File: src/rtl/mux_pkg.sv
// Shared constants for the 4:1 round-robin stream mux and its arbiter.
package mux_pkg;
  localparam logic [0:0] ST_ARB    = 1'b0;
  localparam logic [0:0] ST_LOCKED = 1'b1;

  localparam int NCH  = 4;
  localparam int CH_W = 2;

  function automatic logic [NCH-1:0] ch_onehot(input logic [CH_W-1:0] idx);
    return NCH'(1) << idx;
  endfunction
endpackage

File: src/rtl/rr_arb4.sv
// Combinational round-robin pick: first requester after last_grant, wrapping 3->0.
module rr_arb4
  import mux_pkg::*;
(
  input  logic [NCH-1:0]  req,
  input  logic [CH_W-1:0] last_grant,
  output logic [CH_W-1:0] gnt_idx,
  output logic            gnt_any
);

  logic [CH_W-1:0] c;

  // Walk from the farthest candidate back to the nearest so the nearest wins.
  always_comb begin
    gnt_idx = '0;
    gnt_any = 1'b0;
    c       = '0;
    for (int k = NCH; k >= 1; k--) begin
      c = last_grant + CH_W'(k);
      if (req[c]) begin
        gnt_idx = c;
        gnt_any = 1'b1;
      end
    end
  end

endmodule

File: src/rtl/mux4to1_rr_stream.sv
// Four valid/ready sources merged onto one registered output, round-robin
// arbitration with optional hold-until-last packet locking.
module mux4to1_rr_stream
  import mux_pkg::*;
#(
  parameter int DATA_W   = 8,
  parameter bit LOCK_PKT = 1'b1
) (
  input  logic                  clk,
  input  logic                  rst_n,
  input  logic [NCH-1:0]        in_valid,
  input  logic [NCH*DATA_W-1:0] in_data,
  input  logic [NCH-1:0]        in_last,
  output logic [NCH-1:0]        in_ready,
  output logic                  out_valid,
  output logic [DATA_W-1:0]     out_data,
  output logic                  out_last,
  output logic [CH_W-1:0]       out_sel,
  input  logic                  out_ready
);

  logic [0:0]      state;
  logic [CH_W-1:0] last_grant, lock_ch;
  logic [CH_W-1:0] arb_idx, gnt;
  logic            arb_any, gnt_any;
  logic            can_load, accept;

  rr_arb4 u_arb (
    .req        (in_valid),
    .last_grant (last_grant),
    .gnt_idx    (arb_idx),
    .gnt_any    (arb_any)
  );

  // While locked only the owning channel may move, valid or not.
  always_comb begin
    gnt     = arb_idx;
    gnt_any = arb_any;
    if (state == ST_LOCKED) begin
      gnt     = lock_ch;
      gnt_any = in_valid[lock_ch];
    end
  end

  assign can_load = !out_valid || out_ready;
  // rst_n gating keeps in_ready low for the whole reset pulse, not just after the edge.
  assign in_ready = (rst_n && can_load && gnt_any) ? ch_onehot(gnt) : '0;
  assign accept   = |in_ready;

  always_ff @(posedge clk or negedge rst_n) begin
    if (!rst_n) begin
      state      <= ST_ARB;
      last_grant <= CH_W'(NCH-1);
      lock_ch    <= '0;
      out_valid  <= 1'b0;
      out_data   <= '0;
      out_last   <= 1'b0;
      out_sel    <= '0;
    end else if (accept) begin
      out_valid  <= 1'b1;
      out_data   <= in_data[gnt*DATA_W +: DATA_W];
      out_last   <= in_last[gnt];
      out_sel    <= gnt;
      last_grant <= gnt;
      if (LOCK_PKT && !in_last[gnt]) begin
        state   <= ST_LOCKED;
        lock_ch <= gnt;
      end else begin
        state <= ST_ARB;
      end
    end else if (out_ready) begin
      out_valid <= 1'b0;
    end
  end

endmodule

File: config.mk
export PLATFORM = sky130hd
export DESIGN_NAME = mux4to1_rr_stream
export DESIGN_NICKNAME = d
export VERILOG_FILES = /design/src/rtl/mux_pkg.sv /design/src/rtl/rr_arb4.sv /design/src/rtl/mux4to1_rr_stream.sv
export SDC_FILE = /design/constraint.sdc
export NUM_CORES = 1
export LEC_CHECK = 0
export CAP_MARGIN = 20
export CORE_AREA = 10 10 65 67
export DETAILED_ROUTE_END_ITERATION = 10
export DIE_AREA = 0 0 75 77
export MAX_ROUTING_LAYER = met4
export PLACE_DENSITY = 0.86
export SLEW_MARGIN = 20
export SYNTH_ARGS = -nofsm -noshare
export SYNTH_HDL_FRONTEND = slang
export SYNTH_SLANG_ARGS = --single-unit
File: constraint.sdc
create_clock -name clk -period 3.83 [get_ports clk]
set_input_delay 0.383 -clock clk [delete_from_list [all_inputs] [get_ports clk]]
set_output_delay 0.383 -clock clk [all_outputs]
set_load 0.01 [all_outputs]
==> impl_metrics.py, run 1 <==
metrics = {
    "outcome": {
        "outcome": "finished clean",
    },
    "sta": {
        "worst_slack_ns": 0.644,
        "clock_skew_ns": 0.00292,
        "drv_slew": 0,
        "final.setup.tns_ns": 0,
        "grt_setup_unrepaired": "false",
        "slew_headroom_pct": 46.9,
        "fmax_ghz": 0.314,
        "finalSetupViolations": 0,
        "worst_slew_pin_slew_ns": 0.796,
        "hold_viol_final": 0,
        "fin_crit_sh_pct": 83.2,
        "period_needed_ns": 3.19,
    },
    "clock_network": {
        "cts_tree": "done",
        "cts.sinks": 17,
        "cts_buffers": 3,
        "clockBufferDepth": 2,
        "htree_levels": 1,
        "cts-root-buf": "clkbuf_4",
        "clkTransAtPathRegs_ns": 0.09,
        "ctsResizeCount": 0,
        "clk_latency_ns": 0.29,
        "holdBufCountCts": 0,
        "cts_setup_buffers": 0,
    },
    "run": {
        "cap_viol_max_count": 0,
    },
    "pwr": {
        "ir_worst_vdd_v": 0.000283,
        "p_per_area_nw_per_um2": 652,
        "leakagePower_nw": 0.785,
    },
    "routing": {
        "drt_iter0_drc": 53,
        "routedWlPerCell_um": 18.3,
        "ant_nets": 0,
        "viasPerCell": 5.88,
        "drtPass1Iterations": 4,
        "drc": 0,
        "dr_total_vias": 1277,
        "routed_wl_um": 3970,
    },
    "place": {
        "post-place-ws_ns": 0.663,
        "place.detailed.hpwl_um": 3220,
        "place_congestion": 0.802,
        "dp.cells": 213,
        "port_buffers": 58,
    },
    "floorplanning": {
        "ios": 59,
        "coreArea_um2": 2980,
        "die_area_um2": 5780,
        "dieWidth_um": 75,
        "die_h_um": 77,
        "placementRows": 20,
        "start_util_pct": 41.9,
    },
    "synthesis": {
        "synth_cell_types": 41,
        "ys.flop_type": "dfrtp_1",
        "synth_top_area_share_pct": 30.1,
        "syn_inst": 125,
        "yosysTopAreaCell": "dfrtp_1",
        "yosysSeqAreaShare_pct": 34.3,
        "avgSynthCellArea_um2": 9.99,
        "yosys-top-cells-area": "dfrtp_1, mux2_4, a221o_1",
        "ys_ff_latch": 17,
        "async_reset_ff_share_pct": 100,
        "yosysWarnings": 0,
        "syn_nets": 168,
        "synth-edff-count": 0,
        "netlist_area_um2": 1250,
    },
    "global_routing": {
        "grt_pass1_wl_um": 6700,
        "grt_max_degree": 19,
        "grt_pass1_vias": 1416,
        "grt_overflow": 0,
        "antenna_found_initial": 0,
        "grt_usage_pct": 14.8,
    },
    "finish": {
        "n_antenna_cell": 0,
        "final_cells": 217,
        "drive_gt1_share_pct": 14.7,
        "nFillCells": 251,
        "nNetsFinal": 228,
        "area_growth_pct": 50.5,
    },
    "setup_path": {
        "endpoint_kind": "primary output",
        "critPathMaxFanout": 14,
        "cp.arrival_ns": 2.80,
        "critical_path.top_delay_family": "simple AND/OR/NAND/NOR gates",
        "r2r-end": "out_data[3]$_DFFE_PN0P_",
        "crit_buf_inv": 2,
        "cp_slowest_cell": "or4_1",
        "crit_chain": "clkdlybuf4s50_1 > or4_1 > mux2_2 > nand3_2 > nor2_1 > and2_1 > clkdlybuf4s50_1",
        "critPathLaunchType": "primary input",
        "ff2ff_setup_slack_ns": 1.36,
        "ff2ff_path_depth": 7,
        "critPathMostFrequentCell": "clkdlybuf4s50_1",
        "critPathRequiredTime_ns": 3.45,
        "rr_startpoint": "last_grant[0]$_DFFE_PN1P_",
        "critPathKind": "in -> out",
        "worstSetupPathDepth": 7,
        "max_stage_delay_ns": 0.60,
    },
    "min_path": {
        "hold_path.class": "in -> async",
    },
}
==> worst max path at each step <==
stage	from	to	slack [ns]
6_report	in_valid[3]	in_ready[3]	0.64
5_1_grt	in_valid[3]	in_ready[3]	0.53
4_1_cts	in_valid[3]	in_ready[3]	0.66
3_5_place_dp	in_valid[3]	in_ready[3]	0.66
3_3_place_gp	in_valid[3]	in_ready[3]	0.74
2_1_floorplan	last_grant[0]$_DFFE_PN1P_	out_data[0]$_DFFE_PN0P_	1.61
==> flip-flops by register name (all words and copies together) (netlist names) <==
| register | cells |
|---|---|
| last_grant | 2 |
| out_last | 1 |
| out_sel | 2 |
| state | 1 |
| out_data | 8 |
| lock_ch | 2 |
| out_valid | 1 |
==> synth_stat cells, types with 2 or more instances <==
cell and number:
a21oi_1 13, nand2_1 9, nand2b_1 5, dfrtp_1 15, nor2_1 3, dfstp_2 2
nor3_1 2, and2_1 2, buf_6 2, a221o_1 9, nand3_1 10, o21ai_0 10
buf_2 2, inv_1 2, nor3b_1 2, mux2_2 2, a21o_1 2, clkbuf_1 2
mux2_4 8, a21boi_0 2
==> metal layers <==
metal | GRT usage [%] | routed length [µm]
met1 | 16.9 | 1690
met2 | 23.0 | 1890
met3 | 5.79 | 336
met4 | 4.36 | 49
met5 | - | 0
==> cells in the final DEF, fill, tap and decap left out, drive strengths merged, types with 2 or more instances in the layout <==
cell type and instances:
buf 4, a21oi 13, o21ai 10, dfrtp 15, nor2 4, inv 2, clkdlybuf4s50 58, a221o 9
nand3 11, dfstp 2, clkbuf 4, a221oi 2, nand2b 5, nand2 10, nor3 2, mux2 11
and2 2, a21boi 2, a21o 2, nor3b 2
==> worst reg2reg max path, cell delays in order (launching register included) <==
cell and delay [ns]:
dfstp_2 0.62, nand2b_1 0.13, a21oi_1 0.09, o41a_4 0.43, nor2_2 0.20, buf_4 0.24
mux2_4 0.31, a221o_1 0.32
==> where the power goes <==
| part | internal (W) | switching (W) | leakage [nW] | total (W) |
|---|---|---|---|---|
| clock network | 0.0000405 | 0.0000540 | 0.0150 | 0.0000945 |
| registers | 0.000272 | 0.0000841 | 0.198 | 0.000357 |
| logic | 0.000414 | 0.000360 | 0.572 | 0.000774 |
==> cell type report <==
| cell class | instances | area [µm²] | area share [%] |
|---|---|---|---|
| multi-input combinational | 99 | 766 | 40.7 |
| timing repair buffer | 62 | 611 | 32.5 |
| sequential | 17 | 428 | 22.8 |
| tap | 33 | 41.3 | 2.20 |
| clock buffer | 4 | 26.3 | 1.40 |
| inverter | 2 | 7.51 | 0.399 |
==> cell families after synthesis <==
kind of cell,share of synthesized area (%)
AO/OA/AOI/OAI,27.8
AND/OR/NAND/NOR,18.7
flip-flops,34.3
XOR/XNOR,0.702
multiplexers,14.1
buffers and inverters,4.41
==> through the flow <==
step / util, % / area, µm² / total power, W / hold slack (ns)
CTS: 63.1 / 1880 / 0.00123 / 0.418
floorplan: - / 1250 / 0.000852 / 0.0874
finish: 63.1 / 1880 / 0.00123 / 0.409
detailed placement: 62.2 / 1850 / 0.00114 / 0.484
global placement: 62.2 / 1850 / 0.00110 / 0.468
global route: 63.1 / 1880 / 0.00132 / 0.432
Note: power is estimated with default switching activity, not from simulation.
==> run 2: changes to the inputs <==
--- a/config.mk
+++ b/config.mk
@@ -6,11 +6,11 @@
 export NUM_CORES = 1
 export LEC_CHECK = 0
 export CAP_MARGIN = 20
-export CORE_AREA = 10 10 65 67
+export CORE_AREA = 10 10 70 72
 export DETAILED_ROUTE_END_ITERATION = 10
-export DIE_AREA = 0 0 75 77
+export DIE_AREA = 0 0 80 82
 export MAX_ROUTING_LAYER = met4
-export PLACE_DENSITY = 0.86
+export PLACE_DENSITY = 0.77
 export SLEW_MARGIN = 20
 export SYNTH_ARGS = -nofsm -noshare
 export SYNTH_HDL_FRONTEND = slang
==> constraint.sdc (replaced) <==
create_clock -name clk -period 2.6 [get_ports clk]
set_input_delay 0.26 -clock clk [delete_from_list [all_inputs] [get_ports clk]]
set_output_delay 0.26 -clock clk [all_outputs]
set_load 0.01 [all_outputs]
==> run 2 against run 1 <==
Setup slack got worse by 0.47 ns. Cell area rose by 7.5%. Sequential share of layout area fell by 1.6 points. Cell count rose by 14%. Worst hold slack got worse by 0.065 ns. Largest cell class unchanged. Total power rose by 55%. Global-route usage fell by 1.3 points. Clock power rose by 52%. Sequential cell count did not move. Clock skew fell by 0.0012 ns.
==> impl_metrics.py, run 2 (synthesis results as in run 1) <==
metrics = {
    "setup_path": {
        "endpoint": "in_ready[3]",
        "critPathLaunch": "in_valid[2]",
        "endpoint_kind": "primary output",
        "r2r-end": "out_data[0]$_DFFE_PN0P_",
        "rr_startpoint": "last_grant[1]$_DFFE_PN1P_",
        "cp.arrival_ns": 2.17,
        "ff2ff_setup_slack_ns": 0.23,
        "ff2ff_path_depth": 6,
        "critPathKind": "in -> out",
        "critPathLaunchType": "primary input",
        "critPathRequiredTime_ns": 2.34,
        "critPathMaxFanout": 4,
    },
    "clock_network": {
        "clockBufferDepth": 2,
        "cts.sinks": 17,
        "cts_buffers": 3,
        "htree_levels": 1,
        "holdBufCountCts": 0,
        "cts_tree": "done",
        "clkTransAtPathRegs_ns": 0.09,
        "cts-root-buf": "clkbuf_4",
        "clk_latency_ns": 0.30,
    },
    "pwr": {
        "p_per_area_nw_per_um2": 938,
        "ir_worst_vdd_v": 0.000349,
        "total_power_w": 0.00190,
        "leakagePower_nw": 0.882,
    },
    "sta": {
        "slew_headroom_pct": 46.2,
        "hold_slack_ns": 0.345,
        "clock_skew_ns": 0.00173,
        "final.setup.tns_ns": 0,
        "period_needed_ns": 2.43,
        "finalSetupViolations": 0,
        "drv_slew": 0,
        "fmax_ghz": 0.412,
        "hold_viol_final": 0,
        "fin_crit_sh_pct": 93.4,
        "grt_setup_unrepaired": "false",
        "worst_slew_pin_slew_ns": 0.807,
    },
    "routing": {
        "drtPass1Iterations": 4,
        "drt_iter0_drc": 66,
        "drc": 0,
        "routedWlPerCell_um": 16.5,
        "dr_total_vias": 1316,
        "routed_wl_um": 4100,
        "viasPerCell": 5.31,
        "ant_nets": 0,
    },
    "floorplanning": {
        "coreArea_um2": 3580,
        "dieWidth_um": 80,
        "ios": 59,
        "placementRows": 22,
        "start_util_pct": 34.9,
        "die_area_um2": 6560,
        "die_h_um": 82,
    },
    "place": {
        "port_buffers": 58,
        "place.detailed.hpwl_um": 3410,
        "place_congestion": 0.786,
    },
    "finish": {
        "n_antenna_cell": 0,
        "drive_gt1_share_pct": 22.0,
        "largest_reg_flops": 8,
        "nNetsFinal": 244,
        "final_cell_mix": "clkdlybuf4s50_1, buf_4, dfrtp_1",
        "post-route-util_pct": 56.5,
        "largest_register": "out_data",
        "area_growth_pct": 61.8,
        "final_common_cell": "clkdlybuf4s50_1",
    },
    "run": {
        "cap_viol_max_count": 0,
    },
    "global_routing": {
        "grt_usage_pct": 13.4,
        "grt_overflow": 0,
        "grt_pass1_wl_um": 6860,
        "antenna_found_initial": 0,
        "grt_pass1_vias": 1484,
        "grt_max_degree": 18,
    },
    "outcome": {
        "outcome": "finished clean",
    },
    "min_path": {
        "hold_path.class": "in -> async",
    },
}
run 2: cell count changes in the layout (fill, tap and decap cells not counted):
cell / delta
buf_4: +16
clkdlybuf4s50_1: -4
o41ai_1: -1
o41ai_2: +1
dlygate4sd2_1: +4
run 2: report_power, final:
part | internal (W) | leakage [nW] | switching, W | total [W]
clock | 0.0000598 | 0.0150 | 0.0000839 | 0.000144
combinational | 0.000686 | 0.670 | 0.000556 | 0.00124
sequential | 0.000401 | 0.198 | 0.000109 | 0.000510
run 2: per-stage QoR:
step / setup slack (ns) / cell area [µm²] / std cells
after floorplan: 0.377 / 1250 / 125
after global placement: -0.0391 / 1980 / 242
after detailed placement: -0.0657 / 1980 / 242
after CTS: 0.160 / 2020 / 248
after global routing: 0.0426 / 2020 / 248
final: 0.171 / 2020 / 248
run 2: cell type report:
type                    count  area (µm²)
fillers                   328        1560
multi-input cells          99         773
repair buffers             78         726
flip-flops and latches     17         428
well taps                  48        60.1
clock buffers               4        26.3
inverters                   2        7.51
run 2: what timing repair did:
action	4_1_cts	5_1_grt
buffers inserted	2	0
endpoints found under the setup margin	4	0
resized for setup	4	0
run 2: worst max-delay path, cell delays in order:
cell,delay (ns)
clkdlybuf4s50_1,0.45
buf_4,0.16
mux4_2,0.44
mux2_2,0.28
nand3_2,0.10
nor2_1,0.05
and2_1,0.15
dlygate4sd2_1,0.28
run 2: worst min-delay path by stage:
stage / slack [ns] / to / depth (start not counted) / from
2_1_floorplan: -0.04 / lock_ch[0]$_DFFE_PN0P_ / 0 / rst_n
3_3_place_gp: 0.46 / out_sel[1]$_DFFE_PN0P_ / 1 / out_sel[1]$_DFFE_PN0P_
3_5_place_dp: 0.47 / out_sel[1]$_DFFE_PN0P_ / 1 / out_sel[1]$_DFFE_PN0P_
4_1_cts: 0.35 / lock_ch[0]$_DFFE_PN0P_ / 2 / rst_n
5_1_grt: 0.36 / out_sel[0]$_DFFE_PN0P_ / 2 / rst_n
6_report: 0.34 / out_sel[1]$_DFFE_PN0P_ / 2 / rst_n
run 2: metal layers:
metal  GRT usage (%)  part of all wire, %  vias to the layer above
met2            20.9                   45                       80
met5               -                    0                        -
met4            4.05                 0.88                        0
met3            4.37                  8.6                        4
met1            16.2                   46                      603
li1                -                    -                      629
